### src/rtl/arbitrary_seq_counter.sv
// arbitrary_seq_counter: steps through a rewritable table of codes up/down with wrap,
// recovering from loads of out-of-sequence values by a one-entry-per-cycle table search.
module arbitrary_seq_counter #(
  parameter int WIDTH = 4,
  parameter int DEPTH = 8,
  localparam int AW = $clog2(DEPTH),
  localparam int LW = $clog2(DEPTH + 1)
) (
  input  logic             Clk,
  input  logic             Reset,
  input  logic             En,
  input  logic             Dir,
  input  logic             Load,
  input  logic [WIDTH-1:0] LoadVal,
  input  logic             Wr_en,
  input  logic [AW-1:0]    Wr_addr,
  input  logic [WIDTH-1:0] Wr_data,
  input  logic [LW-1:0]    Len,
  output logic [WIDTH-1:0] Q,
  output logic [AW-1:0]    Idx,
  output logic             Busy,
  output logic             Wrap,
  output logic             OutOfSeq
);
  typedef enum logic {RUN, SEARCH} state_t;
  state_t           state_q;
  logic [WIDTH-1:0] tbl_q [DEPTH];
  logic [WIDTH-1:0] q_q, val_q;
  logic [AW-1:0]    idx_q, ptr_q, idx_d, last;
  logic [LW-1:0]    len_eff, idx_ext, ptr_ext;
  logic             oos, at_top, wrap_d, wrap_q, oos_q;
  assign len_eff = (Len == '0) ? LW'(1) : (Len > LW'(DEPTH)) ? LW'(DEPTH) : Len;
  assign idx_ext = LW'(idx_q);
  assign ptr_ext = LW'(ptr_q);
  assign last    = AW'(len_eff - LW'(1));
  assign oos     = idx_ext >= len_eff;
  assign at_top  = idx_ext + LW'(1) >= len_eff;
  // An index stranded beyond a shrunk length recovers without flagging a wrap
  assign idx_d   = Dir ? ((oos || idx_q == '0) ? last : idx_q - AW'(1))
                       : ((oos || at_top) ? '0 : idx_q + AW'(1));
  assign wrap_d  = !oos && (Dir ? idx_q == '0 : at_top);
  always_ff @(posedge Clk or posedge Reset)
    if (Reset) begin
      state_q <= RUN;
      q_q     <= '0;
      val_q   <= '0;
      idx_q   <= '0;
      ptr_q   <= '0;
      wrap_q  <= 1'b0;
      oos_q   <= 1'b0;
      for (int i = 0; i < DEPTH; i++) tbl_q[i] <= WIDTH'(i);
    end else begin
      wrap_q <= 1'b0;
      oos_q  <= 1'b0;
      for (int i = 0; i < DEPTH; i++)
        if (Wr_en && state_q == RUN && Wr_addr == AW'(i)) tbl_q[i] <= Wr_data;
      if (Load) begin
        val_q   <= LoadVal;
        ptr_q   <= '0;
        state_q <= SEARCH;
      end else if (state_q == RUN) begin
        if (En) begin
          idx_q  <= idx_d;
          q_q    <= tbl_q[idx_d];
          wrap_q <= wrap_d;
          oos_q  <= oos;
        end
      end else if (tbl_q[ptr_q] == val_q) begin
        idx_q   <= ptr_q;
        q_q     <= val_q;
        state_q <= RUN;
      end else if (ptr_ext + LW'(1) >= len_eff) begin
        idx_q   <= '0;
        q_q     <= tbl_q[0];
        oos_q   <= 1'b1;
        state_q <= RUN;
      end else begin
        ptr_q <= ptr_q + AW'(1);
      end
    end
  assign Q        = q_q;
  assign Idx      = idx_q;
  assign Busy     = state_q == SEARCH;
  assign Wrap     = wrap_q;
  assign OutOfSeq = oos_q;
endmodule

### config.mk
export PLATFORM = sky130hd
export DESIGN_NAME = arbitrary_seq_counter
export DESIGN_NICKNAME = d
export VERILOG_FILES = /design/src/rtl/arbitrary_seq_counter.sv
export SDC_FILE = /design/constraint.sdc
export NUM_CORES = 1
export LEC_CHECK = 0
export ABC_AREA = 0
export CAP_MARGIN = 10
export CORE_AREA = 2 2 89 91
export CTS_BUF_LIST = sky130_fd_sc_hd__clkbuf_16
export DETAILED_ROUTE_END_ITERATION = 10
export DIE_AREA = 0 0 91 93
export SETUP_SLACK_MARGIN = 0.15
export SKIP_CTS_REPAIR_TIMING = 1
export SLEW_MARGIN = 5
export SYNTH_ARGS = -nofsm -noshare
export SYNTH_HDL_FRONTEND = slang
export SYNTH_SLANG_ARGS = --single-unit
### constraint.sdc
create_clock -name Clk -period 6.9 [get_ports Clk]
set_clock_uncertainty 0.1 [all_clocks]
set_input_delay 1.38 -clock Clk [delete_from_list [all_inputs] [get_ports Clk]]
set_output_delay 1.38 -clock Clk [all_outputs]
set_load 0.01 [all_outputs]
Word-level counts from Yosys, hierarchy flattened
Index checks and enable logic that the tools add are counted.
{"block": "totals", "in_bits": 21, "output_inout_bits": 10, "ff_bits": 49, "wordCells": 98}
{"block": "op_classes", "muxes": 36, "order_cmp": 6, "n_eq_ne": 11, "n_reduce_logical": 20, "bitwise": 4, "add_sub_neg": 6}
{"operator": "two-way mux 4 bit", "count": 10}
{"operator": "two-way mux 3 bit", "count": 11}
{"operator": "binary-select mux 4 bit (select 3 bit)", "count": 2}
{"operator": "two-way mux 1 bit", "count": 13}
{"operator": "equality test 3 bit, second input constant", "count": 4}
{"operator": "logical AND 1 bit", "count": 10}
{"operator": "adder 3 x 1 -> 4 bit, second input constant", "count": 2}
{"operator": ">= comparator 4 bit", "count": 2}
{"operator": ">= comparator 4 bit, second input constant", "count": 2}
{"operator": "inverter 3 -> 4 bit", "count": 2}
{"operator": "adder 3 x 1 -> 3 bit, second input constant", "count": 2}
{"operator": "equality test 3 x 2 -> 1 bit, second input constant", "count": 2}
{"operator": "zero test 3 bit", "count": 2}
{"operator": "AND reduction 3 bit", "count": 2}
{"operator": "subtractor 3 x 1 -> 3 bit, second input constant", "count": 2}
{"operator": "equality test 4 bit", "count": 1}
{"operator": ">= comparator 3 x 4 -> 1 bit", "count": 1}
{"operator": "> comparator 4 bit, second input constant", "count": 1}
{"operator": "zero test 4 bit", "count": 1}
{"operator": "inequality test 2 bit, second input constant", "count": 2}
{"operator": "nonzero test 2 bit", "count": 2}
{"operator": "equality test 3 x 1 -> 1 bit, second input constant", "count": 1}
{"operator": "inequality test 3 x 1 -> 1 bit, second input constant", "count": 1}
{"operator": "logical OR 1 bit", "count": 2}
{"operator": "other kinds (2)", "count": 3}

Logic depth before layout (Yosys ltp)
{"block": "depth", "word_depth": 13, "ltp_mapped": 14, "mapped_depth_nobuf": 14}

Worst setup path after synthesis
Ideal clock, no wire load.
{"block": "synth_timing", "path_kind": "input port to flip-flop", "startpoint": "in Len[1]", "endpoint": "reg q_q[3] (netlist: Q[3])", "required_ns": 6.671, "stages": 14, "arrival_ns": 3.854, "slack_ns": 2.817, "setup_time_ns": 0.129, "path_buffers": 0, "cell_sequence": "nor2_1 > nor2_1 > nor2_1 > ha_1 > nor3b_2 > o31ai_4 > nand2b_1 > nor2_1 > a31oi_1 > ha_1 > o21ai_2 > mux4_2 > a22oi_1 > a31oi_1"}
{"block": "synth_via", "elab_chain_cells": 13}
{"element": "from (decl)", "line_no": "18", "source": "input logic [LW-1:0] Len,"}
{"element": "> comparator 4 bit", "line_no": "32", "source": "assign len_eff = (Len == '0) ? LW'(1) : (Len > LW'(DEPTH)) ? LW'(DEPTH) : Len;"}
{"element": "two-way mux 4 bit", "line_no": "32"}
{"element": "two-way mux 4 bit *", "line_no": "32"}
{"element": ">= comparator 3 x 4 -> 1 bit / >= comparator 4 bit (equally long branches)", "line_no": "36, 37"}
{"element": "logical OR 1 bit, on equally long branches", "line_no": "40, 39"}
{"element": "two-way mux 3 bit, on equally long branches", "line_no": "40, 39"}
{"element": "two-way mux 3 bit", "line_no": "39", "source": "assign idx_d = Dir ? ((oos || idx_q == '0) ? last : idx_q - AW'(1))"}
{"element": "inverter 3 -> 4 bit (not written as such)", "line_no": "64", "source": "q_q <= tbl_q[idx_d];"}
{"element": "binary-select mux 4 bit (select 3 bit)", "line_no": "64"}
{"element": "two-way mux 4 bit (not written as such) (2 in a row)", "line_no": "64"}
{"element": "two-way mux 4 bit", "line_no": "62", "source": "if (En) begin"}
{"element": "two-way mux 4 bit", "line_no": "61", "source": "end else if (state_q == RUN) begin"}
{"element": "to (signal assigned)", "line_no": "64"}
{"element": "to (signal assigned)", "line_no": "70", "source": "q_q <= val_q;"}
{"element": "to (signal assigned)", "line_no": "74", "source": "q_q <= tbl_q[0];"}
{"element": "to (decl)", "line_no": "28", "source": "logic [WIDTH-1:0] q_q, val_q;"}
Mark *: on every way between the ends. The rest lies on a longest branch, timed or not. The select of a mux whose other input is x is not followed.
A chain may end at the register's enable or synchronous reset.

Worst setup path after layout
Ends and elaborated chain as after synthesis.

==> tab_implementation.tex <==
\begin{tabular}{lr}
\hline
Metric & Value \\
\hline
\multicolumn{2}{l}{\textbf{Setup path}} \\
\quad Req. time, crit path & 6930 ps \\
\quad Data arrival time of the critical path & 4870 ps \\
\quad Type of the worst setup path & in2reg \\
\quad Worst Setup End Kind & flip-flop \\
\quad Reg-to-reg slack, setup & 3590 ps \\
\quad CP max FO & 9 \\
\quad Kind of start point of the critical path & input port \\
\multicolumn{2}{l}{\textbf{Timing}} \\
\quad Setup repair after global routing missed its margin & no \\
\quad Final Max Slew Viols & 0 \\
\quad Min Tclk post-route & 4840 ps \\
\quad Worst-case headroom to the max-slew limit & 32.0\% \\
\quad Hold violation total from the final report & 0 \\
\quad Achievable Freq & 207 MHz \\
\quad Total Negative Setup Slacks & 0 ps \\
\quad Number of setup violations in the final report & 0 \\
\quad Slew at the pin closest to its max-slew limit & 1020 ps \\
\quad Final cycle utilization of the critical path & 70.1\% \\
\multicolumn{2}{l}{\textbf{Flow run}} \\
\quad Number of maximum-capacitance violations & 0 \\
\multicolumn{2}{l}{\textbf{Floorplanning}} \\
\quad Initial cell density of the core & 41.3\% \\
\quad Die height & 93 µm \\
\quad Floorplan die area & 0.00846 mm² \\
\quad Placeable Area & 0.00753 mm² \\
\quad Die span in x & 91 µm \\
\quad Number of primary I/O pins & 31 \\
\quad Number of rows in the core area & 32 \\
\multicolumn{2}{l}{\textbf{Finish}} \\
\quad Area of all sequential standard cells & 0.00124 mm² \\
\quad Share of layout cells above drive strength 1 & 28.4\% \\
\quad Number of antenna diodes & 0 \\
\quad Final Instance Area & 0.00364 mm² \\
\quad Top library cells by usage in the layout, fill and taps aside & dfrtp\_1 (37), mux2\_2 (36), clkdlybuf4s50\_1 (30) \\
\quad Final \#Nets & 313 \\
\quad Syn-to-layout area delta & 17.1\% \\
\quad Filler cells & 725 \\
\quad Leading cell type in the layout, fill and taps excluded & dfrtp\_1 \\
\quad Multi-input gate area & 0.00177 mm² \\
\multicolumn{2}{l}{\textbf{Detailed routing}} \\
\quad Vias per Instance & 5.53 \\
\quad Number of nets with antenna violations after detailed routing & 0 \\
\quad Total via count in the routed design & 2,102 \\
\quad Routed WL per cell & 17.8 µm \\
\quad DRT iter0 DRCs & 52 \\
\quad Total wire length after detailed routing & 6780 µm \\
\quad DRC violations left & 0 \\
\quad First-pass iteration count of the detailed router & 4 \\
\multicolumn{2}{l}{\textbf{Global routing}} \\
\quad Total GRT Usage & 17.5\% \\
\quad Global route overflow & 0 \\
\quad Wire length of the first global-routing pass & 11,700 µm \\
\quad Number of antenna violations at the first check in global routing & 0 \\
\quad Via count of the first global-routing pass & 2,258 \\
\quad Pin count of the biggest net entering global routing & 50 \\
\multicolumn{2}{l}{\textbf{Placed design}} \\
\quad Routability congestion estimate & 0.921 \\
\quad Placed wire-length estimate & 5170 µm \\
\quad Total of buffers placed on input and output ports & 30 \\
\quad Cell area after placement & 0.00347 mm² \\
\multicolumn{2}{l}{\textbf{Synthesis}} \\
\quad Async set-or-reset flop fraction in the synthesized netlist & 100\% \\
\quad Synthesized area divided by synthesized cell count & 12.5 µm² \\
\quad Syn Std Cell Area & 0.00311 mm² \\
\quad Total of flip-flops plus latches after synthesis & 49 \\
\quad Post-Syn Instances & 249 \\
\quad Count of distinct cell types in the synthesized netlist & 50 \\
\quad Most used DFF post-synth & dfrtp\_1 \\
\quad Synthesized net count & 285 \\
\quad YS warnings & 0 \\
\quad Post-synthesis sequential area ratio & 39.9\% \\
\quad Post-synth EDFFs & 0 \\
\multicolumn{2}{l}{\textbf{Power}} \\
\quad Largest voltage drop on the vdd net & 0.160 mV \\
\quad Static leakage & 1.50 nW \\
\quad Power density over the cells & 448 mW/mm² \\
\multicolumn{2}{l}{\textbf{CTS}} \\
\quad Clock Root Buffer & clkbuf\_16 \\
\quad CTS H-tree depth & 2 \\
\quad Clock transition at path regs & 60 ps \\
\quad Worst-Skew Late Latency & 280 ps \\
\quad CTS tree & yes \\
\quad CTS max path bufs & 2 \\
\quad Sinks on Clock Net & 49 \\
\quad Clock buffer count from CTS & 5 \\
\multicolumn{2}{l}{\textbf{Min path}} \\
\quad HP Class & reg2reg \\
\multicolumn{2}{l}{\textbf{Outcome}} \\
\quad Outcome & completed \\
\hline
\end{tabular}
## critical path, stage by stage
cell,delay (ps)
clkdlybuf4s50_1,480
nor2_1,130
nor2_1,60
nor2_1,320
ha_1,340
nor3b_2,320
o31ai_4,150
nand2b_1,200
nor2_1,100
a31oi_1,50
ha_1,310
o21ai_2,410
mux4_2,370
a22oi_1,160
a31oi_1,100
## metal layers
metal | track usage [%] | share of wire [%] | vias up
met2 | 29.6 | 49 | 48
met4 | 5.43 | 1.6 | 0
met5 | 0 | 0 | -
met3 | 2.34 | 3.4 | 11
li1 | - | - | 998
met1 | 23.5 | 46 | 1045
## path summary, 6_finish.rpt
path                       startpoint  cells after the start         to
max                            Len[1]                     15       Q[3]
min                         tbl_q[27]                      1  tbl_q[27]
max reg2reg                    Idx[0]                     12       Q[3]
min reg2reg                 tbl_q[27]                      1  tbl_q[27]
max in group asynchronous       Reset                      2  tbl_q[29]
min in group asynchronous       Reset                      2  tbl_q[20]
## cells in the mapped netlist, types with 2 or more instances
library cell	number	area, µm²
a211oi_1	2	15.0
nor2_1	22	82.6
xor2_1	6	52.6
nor3b_1	4	30.0
nor3_1	4	20.0
nand3_1	5	25.0
mux2_2	36	405
a21oi_2	3	26.3
a22oi_1	4	30.0
a21oi_1	3	15.0
buf_4	2	15.0
xnor2_1	3	26.3
dfstp_2	12	315
buf_6	3	33.8
clkbuf_1	3	11.3
nand2_1	5	18.8
mux2i_1	6	60.1
mux4_2	14	315
nand3b_1	3	22.5
and3_1	3	18.8
nand2b_1	7	43.8
a21o_1	2	15.0
mux2_1	4	45.0
dfrtp_1	37	926
inv_1	9	33.8
a31oi_1	8	50.1
ha_1	15	188
mux4_1	2	52.6
## stage by stage
| stage | std cells | worst slack (ps) | utilization (%) | hold slack (ps) | total power [mW] |
|---|---|---|---|---|---|
| finish | 380 | 2060 | 48.3 | 438 | 1.63 |
| global route | 380 | 1680 | 48.3 | 469 | 1.76 |
| CTS | 380 | 2050 | 48.3 | 437 | 1.64 |
| detailed placement | 372 | 1770 | 46.1 | 422 | 1.36 |
| global placement | 372 | 1790 | 46.1 | 413 | 1.36 |
| floorplan | 249 | 2820 | - | 388 | 1.15 |
## sequential cells by signal, indices dropped and copies added (netlist names)
name and cells:
ptr_q 3, Idx 3, val_q 4, Busy 1, Q 4, tbl_q 32
Wrap 1, OutOfSeq 1
## area by class of cell
type	count	area share [%]
clock buffers	5	3.44
well taps	102	3.51
multi-input cells	182	48.6
repair buffers	30	8.25
flip-flops and latches	49	34.1
clock inverters	3	1.17
inverters	9	0.928
## kinds of logic after synthesis
| group | count (synthesis) | synth area share (%) |
|---|---|---|
| and+or+nand+nor | 63 | 11.3 |
| adders and majority gates | 15 | 6.04 |
| xor gates and xnor gates | 9 | 2.54 |
| DFF | 49 | 39.9 |
| AOI/OAI and AO/OA | 33 | 8.78 |
| muxes | 62 | 28.3 |
| buffers and inverters | 18 | 3.18 |
## where the power goes
part	internal (mW)	switching [mW]
clock network	0.170	0.105
logic	0.442	0.353
registers	0.431	0.129
total	1.04	0.587
(Power assumes the default switching activity.)
